`src/rtl/iter_muldiv_pkg.sv`:
```
// Shared definitions for the iterative multiply/divide unit.
//   md_op_e    : 3-bit operation code (encodings 5..7 behave as MD_MUL)
//   md_state_e : sequencer states
//   is_div / is_signed_x / is_signed_y : operation decode helpers
package md_pkg;

  localparam int OP_W = 3;

  typedef enum logic [OP_W-1:0] {
    MD_MUL    = 3'd0,
    MD_MULH   = 3'd1,
    MD_MULHSU = 3'd2,
    MD_DIV    = 3'd3,
    MD_DIVU   = 3'd4
  } md_op_e;

  typedef enum logic [1:0] {
    ST_IDLE,
    ST_CALC,
    ST_FIXUP,
    ST_DONE
  } md_state_e;

  function automatic logic is_div(input logic [OP_W-1:0] op);
    return (op == MD_DIV) || (op == MD_DIVU);
  endfunction

  function automatic logic is_signed_x(input logic [OP_W-1:0] op);
    return (op == MD_MULH) || (op == MD_MULHSU) || (op == MD_DIV);
  endfunction

  function automatic logic is_signed_y(input logic [OP_W-1:0] op);
    return (op == MD_MULH) || (op == MD_DIV);
  endfunction

endpackage

```
`src/rtl/iter_muldiv_if.sv`:
```
// Request/response bundle of the iterative multiply/divide unit.
//   master : requester side (drives in_valid/op/x/y and out_ready)
//   slave  : unit side (drives in_ready, out_valid, results, div_zero)
interface iter_muldiv_if
  import md_pkg::*;
#(
  parameter int WIDTH = 32
);
  logic              in_valid;
  logic              in_ready;
  logic [OP_W-1:0]   op;
  logic [WIDTH-1:0]  x;
  logic [WIDTH-1:0]  y;
  logic              out_valid;
  logic              out_ready;
  logic [WIDTH-1:0]  result_lo;
  logic [WIDTH-1:0]  result_hi;
  logic              div_zero;

  modport master (
    output in_valid, op, x, y, out_ready,
    input  in_ready, out_valid, result_lo, result_hi, div_zero
  );

  modport slave (
    input  in_valid, op, x, y, out_ready,
    output in_ready, out_valid, result_lo, result_hi, div_zero
  );
endinterface

```
`src/rtl/iter_muldiv_core_step.sv`:
```
// One iteration of the magnitude datapath, purely combinational.
//   acc     : {hi, lo} working register (product / remainder:quotient)
//   opb     : multiplicand (multiply) or divisor (divide), unsigned
//   is_div  : select restoring-divide step instead of shift-add step
//   acc_nxt : register value after this iteration
module md_core_step #(
  parameter int WIDTH = 32
) (
  input  logic [2*WIDTH-1:0] acc,
  input  logic [WIDTH-1:0]   opb,
  input  logic               is_div,
  output logic [2*WIDTH-1:0] acc_nxt
);

  logic [WIDTH-1:0] hi;
  logic [WIDTH-1:0] lo;
  logic [WIDTH:0]   sum;
  logic [WIDTH:0]   sh;
  logic [WIDTH:0]   diff;

  assign hi = acc[2*WIDTH-1:WIDTH];
  assign lo = acc[WIDTH-1:0];

  always_comb begin
    // Multiply: add multiplicand into the high half when the multiplier LSB
    // is set, then shift the whole register right; the carry becomes the MSB.
    sum  = {1'b0, hi} + (lo[0] ? {1'b0, opb} : '0);
    // Divide: shift the next dividend bit into the remainder and trial
    // subtract; a borrow out of bit WIDTH means the trial failed.
    sh   = {hi, lo[WIDTH-1]};
    diff = sh - {1'b0, opb};
    if (is_div) begin
      if (diff[WIDTH])
        acc_nxt = {sh[WIDTH-1:0], lo[WIDTH-2:0], 1'b0};
      else
        acc_nxt = {diff[WIDTH-1:0], lo[WIDTH-2:0], 1'b1};
    end else begin
      acc_nxt = {sum, lo[WIDTH-1:1]};
    end
  end

endmodule

```
`src/rtl/iter_muldiv.sv`:
```
// Iterative multiply/divide unit: one bit per cycle, shift-add multiply and
// restoring divide on operand magnitudes, sign fix-up in a final cycle.
//   clk, rst_n : clock, asynchronous active-low reset
//   flush      : synchronous abort, returns to idle with no result
//   bus        : request (in_valid/in_ready/op/x/y) and response
//                (out_valid/out_ready/result_lo/result_hi/div_zero)
module iter_muldiv
  import md_pkg::*;
#(
  parameter int WIDTH = 32
) (
  input  logic          clk,
  input  logic          rst_n,
  input  logic          flush,
  iter_muldiv_if.slave  bus
);

  localparam int CNT_W = $clog2(WIDTH);
  localparam logic [CNT_W-1:0] CNT_INIT = CNT_W'(WIDTH - 1);

  md_state_e          state;
  logic [CNT_W-1:0]   cnt;
  logic [2*WIDTH-1:0] acc;
  logic [2*WIDTH-1:0] acc_nxt;
  logic [WIDTH-1:0]   opb;
  logic               div_q;
  logic               neg_lo;
  logic               neg_hi;
  logic               in_ready_q;
  logic               out_valid_q;
  logic               div_zero_q;
  logic [WIDTH-1:0]   res_lo_q;
  logic [WIDTH-1:0]   res_hi_q;

  logic               req_div;
  logic               sgn_x;
  logic               sgn_y;
  logic [WIDTH-1:0]   mag_x;
  logic [WIDTH-1:0]   mag_y;

  function automatic logic [WIDTH-1:0] neg_w(input logic [WIDTH-1:0] v);
    return '0 - v;
  endfunction

  function automatic logic [2*WIDTH-1:0] neg_2w(input logic [2*WIDTH-1:0] v);
    return '0 - v;
  endfunction

  // Magnitude of a two's complement value; the most negative value maps to
  // 2^(WIDTH-1), which is still representable as an unsigned WIDTH-bit value.
  function automatic logic [WIDTH-1:0] mag(input logic [WIDTH-1:0] v,
                                           input logic              neg);
    return neg ? neg_w(v) : v;
  endfunction

  assign req_div = is_div(bus.op);
  assign sgn_x   = is_signed_x(bus.op) & bus.x[WIDTH-1];
  assign sgn_y   = is_signed_y(bus.op) & bus.y[WIDTH-1];
  assign mag_x   = mag(bus.x, sgn_x);
  assign mag_y   = mag(bus.y, sgn_y);

  md_core_step #(.WIDTH(WIDTH)) u_step (
    .acc     (acc),
    .opb     (opb),
    .is_div  (div_q),
    .acc_nxt (acc_nxt)
  );

  always_ff @(posedge clk or negedge rst_n) begin
    if (!rst_n) begin
      state       <= ST_IDLE;
      cnt         <= '0;
      acc         <= '0;
      opb         <= '0;
      div_q       <= 1'b0;
      neg_lo      <= 1'b0;
      neg_hi      <= 1'b0;
      in_ready_q  <= 1'b1;
      out_valid_q <= 1'b0;
      div_zero_q  <= 1'b0;
      res_lo_q    <= '0;
      res_hi_q    <= '0;
    end else if (flush) begin
      state       <= ST_IDLE;
      in_ready_q  <= 1'b1;
      out_valid_q <= 1'b0;
    end else begin
      case (state)
        ST_IDLE: begin
          if (bus.in_valid) begin
            in_ready_q <= 1'b0;
            div_zero_q <= 1'b0;
            cnt        <= CNT_INIT;
            div_q      <= req_div;
            // Multiply iterates over the multiplier in the low half;
            // divide shifts the dividend out of the low half.
            acc        <= {{WIDTH{1'b0}}, req_div ? mag_x : mag_y};
            opb        <= req_div ? mag_y : mag_x;
            // neg_lo: product / quotient sign, neg_hi: remainder sign.
            neg_lo     <= sgn_x ^ sgn_y;
            neg_hi     <= sgn_x;
            if (req_div && (bus.y == '0)) begin
              res_lo_q    <= '1;
              res_hi_q    <= bus.x;
              div_zero_q  <= 1'b1;
              out_valid_q <= 1'b1;
              state       <= ST_DONE;
            end else begin
              state <= ST_CALC;
            end
          end
        end
        ST_CALC: begin
          acc <= acc_nxt;
          if (cnt == '0)
            state <= ST_FIXUP;
          else
            cnt <= cnt - CNT_W'(1);
        end
        ST_FIXUP: begin
          if (div_q) begin
            res_lo_q <= neg_lo ? neg_w(acc[WIDTH-1:0]) : acc[WIDTH-1:0];
            res_hi_q <= neg_hi ? neg_w(acc[2*WIDTH-1:WIDTH])
                               : acc[2*WIDTH-1:WIDTH];
          end else begin
            {res_hi_q, res_lo_q} <= neg_lo ? neg_2w(acc) : acc;
          end
          out_valid_q <= 1'b1;
          state       <= ST_DONE;
        end
        ST_DONE: begin
          if (bus.out_ready) begin
            out_valid_q <= 1'b0;
            in_ready_q  <= 1'b1;
            state       <= ST_IDLE;
          end
        end
        default: begin
          state       <= ST_IDLE;
          in_ready_q  <= 1'b1;
          out_valid_q <= 1'b0;
        end
      endcase
    end
  end

  assign bus.in_ready  = in_ready_q;
  assign bus.out_valid = out_valid_q;
  assign bus.result_lo = res_lo_q;
  assign bus.result_hi = res_hi_q;
  assign bus.div_zero  = div_zero_q;

endmodule

```
`src/flat_wrapper.sv`:
```
// flat-port wrapper written by rule: the top's interface ports become plain ports
module iter_muldiv_flat import md_pkg::*;
#(
  parameter int WIDTH = 32
)
  (clk, rst_n, flush, bus_in_valid, bus_op, bus_x, bus_y, bus_out_ready, bus_in_ready, bus_out_valid, bus_result_lo, bus_result_hi, bus_div_zero);
  iter_muldiv_if #(.WIDTH(WIDTH)) bus_i ();
  input  logic clk;
  input  logic rst_n;
  input  logic flush;
  input wire logic [$bits(bus_i.in_valid)-1:0] bus_in_valid;
  input wire logic [$bits(bus_i.op)-1:0] bus_op;
  input wire logic [$bits(bus_i.x)-1:0] bus_x;
  input wire logic [$bits(bus_i.y)-1:0] bus_y;
  input wire logic [$bits(bus_i.out_ready)-1:0] bus_out_ready;
  output wire logic [$bits(bus_i.in_ready)-1:0] bus_in_ready;
  output wire logic [$bits(bus_i.out_valid)-1:0] bus_out_valid;
  output wire logic [$bits(bus_i.result_lo)-1:0] bus_result_lo;
  output wire logic [$bits(bus_i.result_hi)-1:0] bus_result_hi;
  output wire logic [$bits(bus_i.div_zero)-1:0] bus_div_zero;
  assign bus_i.in_valid = bus_in_valid;
  assign bus_i.op = bus_op;
  assign bus_i.x = bus_x;
  assign bus_i.y = bus_y;
  assign bus_i.out_ready = bus_out_ready;
  assign bus_in_ready = bus_i.in_ready;
  assign bus_out_valid = bus_i.out_valid;
  assign bus_result_lo = bus_i.result_lo;
  assign bus_result_hi = bus_i.result_hi;
  assign bus_div_zero = bus_i.div_zero;
  iter_muldiv #(.WIDTH(WIDTH)) u_core (.clk(clk), .rst_n(rst_n), .flush(flush), .bus(bus_i));
endmodule
```
`config.mk`:
```
export PLATFORM = sky130hd
export DESIGN_NAME = iter_muldiv_flat
export DESIGN_NICKNAME = d
export VERILOG_FILES = /design/src/rtl/iter_muldiv_pkg.sv /design/src/rtl/iter_muldiv_if.sv /design/src/rtl/iter_muldiv_core_step.sv /design/src/rtl/iter_muldiv.sv /design/src/flat_wrapper.sv
export SDC_FILE = /design/constraint.sdc
export NUM_CORES = 1
export LEC_CHECK = 0
export CORE_MARGIN = 8
export CORE_UTILIZATION = 40
export DETAILED_ROUTE_END_ITERATION = 8
export PLACE_DENSITY = 0.61
export SETUP_SLACK_MARGIN = 0.15
export SLEW_MARGIN = 20
export SYNTH_ARGS = -nofsm -noshare
export SYNTH_HDL_FRONTEND = slang
export SYNTH_SLANG_ARGS = --single-unit
```
`constraint.sdc`:
```
create_clock -name clk -period 3.6 [get_ports clk]
set_input_delay 0.36 -clock clk [delete_from_list [all_inputs] [get_ports clk]]
set_output_delay 0.36 -clock clk [all_outputs]
set_load 0.005 [all_outputs]
```
==> metrics.txt <==
Setup violations, final 0; crit path kind reg -> reg; die height 210 um; worst-path fanout max 4; initial antenna violation count 3; CTS Buffer Depth 2; vias in the first global route 14689; clk_lat worst skew 0.45 ns; Die Width 210 um; R2R Setup Slk 0.20 ns; first-pass iteration count of the detailed router 6; GR Util All Layers 0.259; clk_skew 0.0119 ns; Synth-to-Final Area Change 24.0%; Fin. Hold Viols 0; Fin Setup TNS 0 ns; r2r endpoint u_core.acc[62]; status completed; min cycle time layout 3.40 ns; worst path cell trace buf_4 > nand2_2 > inv_1 > ha_1 > a211oi_1 > o211ai_1 > a21oi_2 > o31a_1 > o41a_1 > o31a_1 > o31ai_2 > buf_4 > mux2i_1 > a32o_1; RSZ-0062 raised after global routing true; core area 37400 sq um; I/O pins 139; first-pass GRT wire length 88.6 mm; worst path arrival time 3.80 ns; P_leak 7.93 nW; Worst Setup Slack post-DPL 0.0497 ns; FF-to-FF path depth 14; Inserted Clock Buffers 17; Rel. slew slack 0.347; DRC viols 0; DRT Wirelength 58.7 mm; final net count 2298; Routed Antenna Nets 0; ys async rst share 1.00; clock transition at the registers of the reported paths 0.08 ns; number of flops mapped to enable cells by yosys 0; CTS tree done; layout cells sized above 1 0.130; Design Area, Final 18700 sq um; register area 4330 sq um; slowest cell delay on critical path 0.40 ns; 1st-iter DRT viols 1618; Hold WC Path Type in -> async; period utilization 0.945; Setup crit end kind flop; post-synthesis cell area 15100 sq um; Slowest cell on crit path dfrtp_1; placed inst area 17900 sq um; drt via density 5.89; multi-input logic area 10100 sq um; clock sinks 173; H-tree depth 4; Distinct cells, synth 79; CP Buf/Inv Count 3; Least-Margin Pin Slew 0.979 ns; Initial Util 0.403; via count 15753; clock root buffer clkbuf_16; fmax 0.294 GHz; Die ar. 44100 sq um; Synthesized Nets 2086; # port buffers 138; Mapped Cells 1938; PnR worst setup slack 0.197 ns; placed insts 2635; largest net degree at the start of global routing 68; register area share after synthesis 0.287; ys flop type dfrtp_1; register bit count reported by yosys 173; PD cells 875 nW/um^2; MaxCap Viol Count 0; CP required 4.00 ns; Placer Congestion 0.960; grt ovf 0; hpwl dp 46.3 mm; Layout Cells excl Fill 2674; fill count 3666; Startpoint Class flop; Synth warnings 0; Slew Limit Fails 0; # rows 71; Avg Cell Area, Syn 7.78 sq um; Routed WL per cell 22.0 um; Peak VDD IR 0.510 mV; Crit path max-delay family compound AO/OA/AOI/OAI gates; Reg2Reg Launch Point u_core.acc[0]
[where the power goes]
part | total, mW | internal, mW | switching [mW]
sequential | 3.52 | 2.76 | 0.757
clock | 1.96 | 1.00 | 0.954
combinational | 10.9 | 4.59 | 6.28
[cell usage after synthesis (all sizes together), types with 4 or more instances]
master  instances  area share
a211oi         41       0.020
a21boi          4      0.0020
a21o           22       0.011
a21oi         154       0.051
a221oi          4      0.0023
a22oi          11      0.0055
a311oi          4      0.0023
a31oi          43       0.018
a32oi           6      0.0035
and2            7      0.0029
and3            8      0.0033
buf            24      0.0074
clkbuf         92       0.023
dfrtp         172        0.29
ha             74       0.061
inv            74       0.018
mux2           27       0.020
mux2i          50       0.033
nand2         216       0.054
nand2b         19      0.0079
nand3          26      0.0086
nand4          18      0.0075
nor2          195       0.049
nor2b          15      0.0062
nor3           31       0.011
nor4           15      0.0062
o211ai         15      0.0075
o21a           12      0.0065
o21ai         224       0.075
o21bai          7      0.0035
o221ai          4      0.0023
o22a            5      0.0029
o22ai           6      0.0025
o31a            6      0.0035
o31ai          34       0.019
o41ai          17      0.0099
or2            10      0.0042
or3            18      0.0075
or4            19       0.010
xnor2          78       0.045
xor2           88       0.051
[per-layer routing]
| layer | share of wire | vias up | wire (um) | track usage |
|---|---|---|---|---|
| li1 | - | 7443 | - | - |
| met1 | 0.44 | 7545 | 25900 | 0.349 |
| met2 | 0.45 | 642 | 26300 | 0.409 |
| met3 | 0.069 | 121 | 4030 | 0.0413 |
| met4 | 0.041 | 2 | 2430 | 0.113 |
| met5 | 0.00022 | - | 13 | 0 |
[registers in the layout, indices dropped and copies added (netlist names), 2 cells and up]
signal / count
u_core.state: 2
u_core.bus.result_hi: 32
u_core.cnt: 5
u_core.acc: 64
u_core.bus.result_lo: 32
u_core.opb: 32
[layout by cell type, fill, tap and decap left out, drive strengths merged, types with 17 or more instances in the layout]
| master | n |
|---|---|
| nor2 | 195 |
| a31oi | 43 |
| nand3 | 26 |
| xnor2 | 78 |
| inv | 81 |
| mux2i | 50 |
| o21ai | 224 |
| a21oi | 154 |
| nor3 | 31 |
| a211oi | 41 |
| nand2b | 19 |
| nand2 | 216 |
| ha | 74 |
| a21o | 22 |
| or4 | 19 |
| o41ai | 17 |
| clkbuf | 18 |
| o31ai | 34 |
| dfrtp | 172 |
| nand4 | 18 |
| or3 | 18 |
| clkdlybuf4s50 | 137 |
| buf | 171 |
| mux2 | 27 |
| xor2 | 88 |
[worst max path at each step]
stage | endpoint | slack (ns) | cells after the start | from
6_report | u_core.acc[62] | 0.20 | 14 | u_core.acc[0]
4_1_cts | u_core.acc[62] | 0.11 | 14 | u_core.acc[0]
3_3_place_gp | u_core.bus.result_hi[17] | 0.12 | 10 | bus_y[16]
5_1_grt | u_core.acc[62] | 0.05 | 14 | u_core.acc[0]
2_1_floorplan | u_core.acc[62] | 0.19 | 13 | u_core.acc[0]
3_5_place_dp | u_core.bus.result_hi[19] | 0.05 | 10 | bus_y[16]
[cells by family after synthesis]
group,synth area share
compound gates,0.264
xor+xnor,0.0965
fa+ha+maj,0.0641
buf+inv,0.0490
flops,0.287
mux,0.0534
simple gates,0.186
[cell type report]
| class | instances | area share |
|---|---|---|
| Antenna cell | 1 | 0.000134 |
| Multi-Input combinational cell | 1574 | 0.541 |
| Inverter | 75 | 0.0153 |
| Clock buffer | 18 | 0.0235 |
| Clock inverter | 13 | 0.00803 |
| Timing Repair Buffer | 309 | 0.146 |
| Tap cell | 511 | 0.0342 |
| Sequential cell | 173 | 0.232 |
[stage by stage]
stage	total power [mW]	util	hold WS, ns
6_report	16.3	0.500	0.450
4_1_cts	16.0	0.496	0.472
3_3_place_gp	13.9	0.480	0.385
3_5_place_dp	14.0	0.480	0.390
2_1_floorplan	9.84	-	0.0644
5_1_grt	17.4	0.500	0.498
[what timing repair did]
item                                    4_1_cts  5_1_grt
endpoints found under the setup margin        3       39
endpoints found under the hold margin        61        0
pin swaps                                     2       10
buffers inserted                              0        6
hold buffers                                  1        0
resized for setup                             3       26
(Power assumes the default switching activity.)
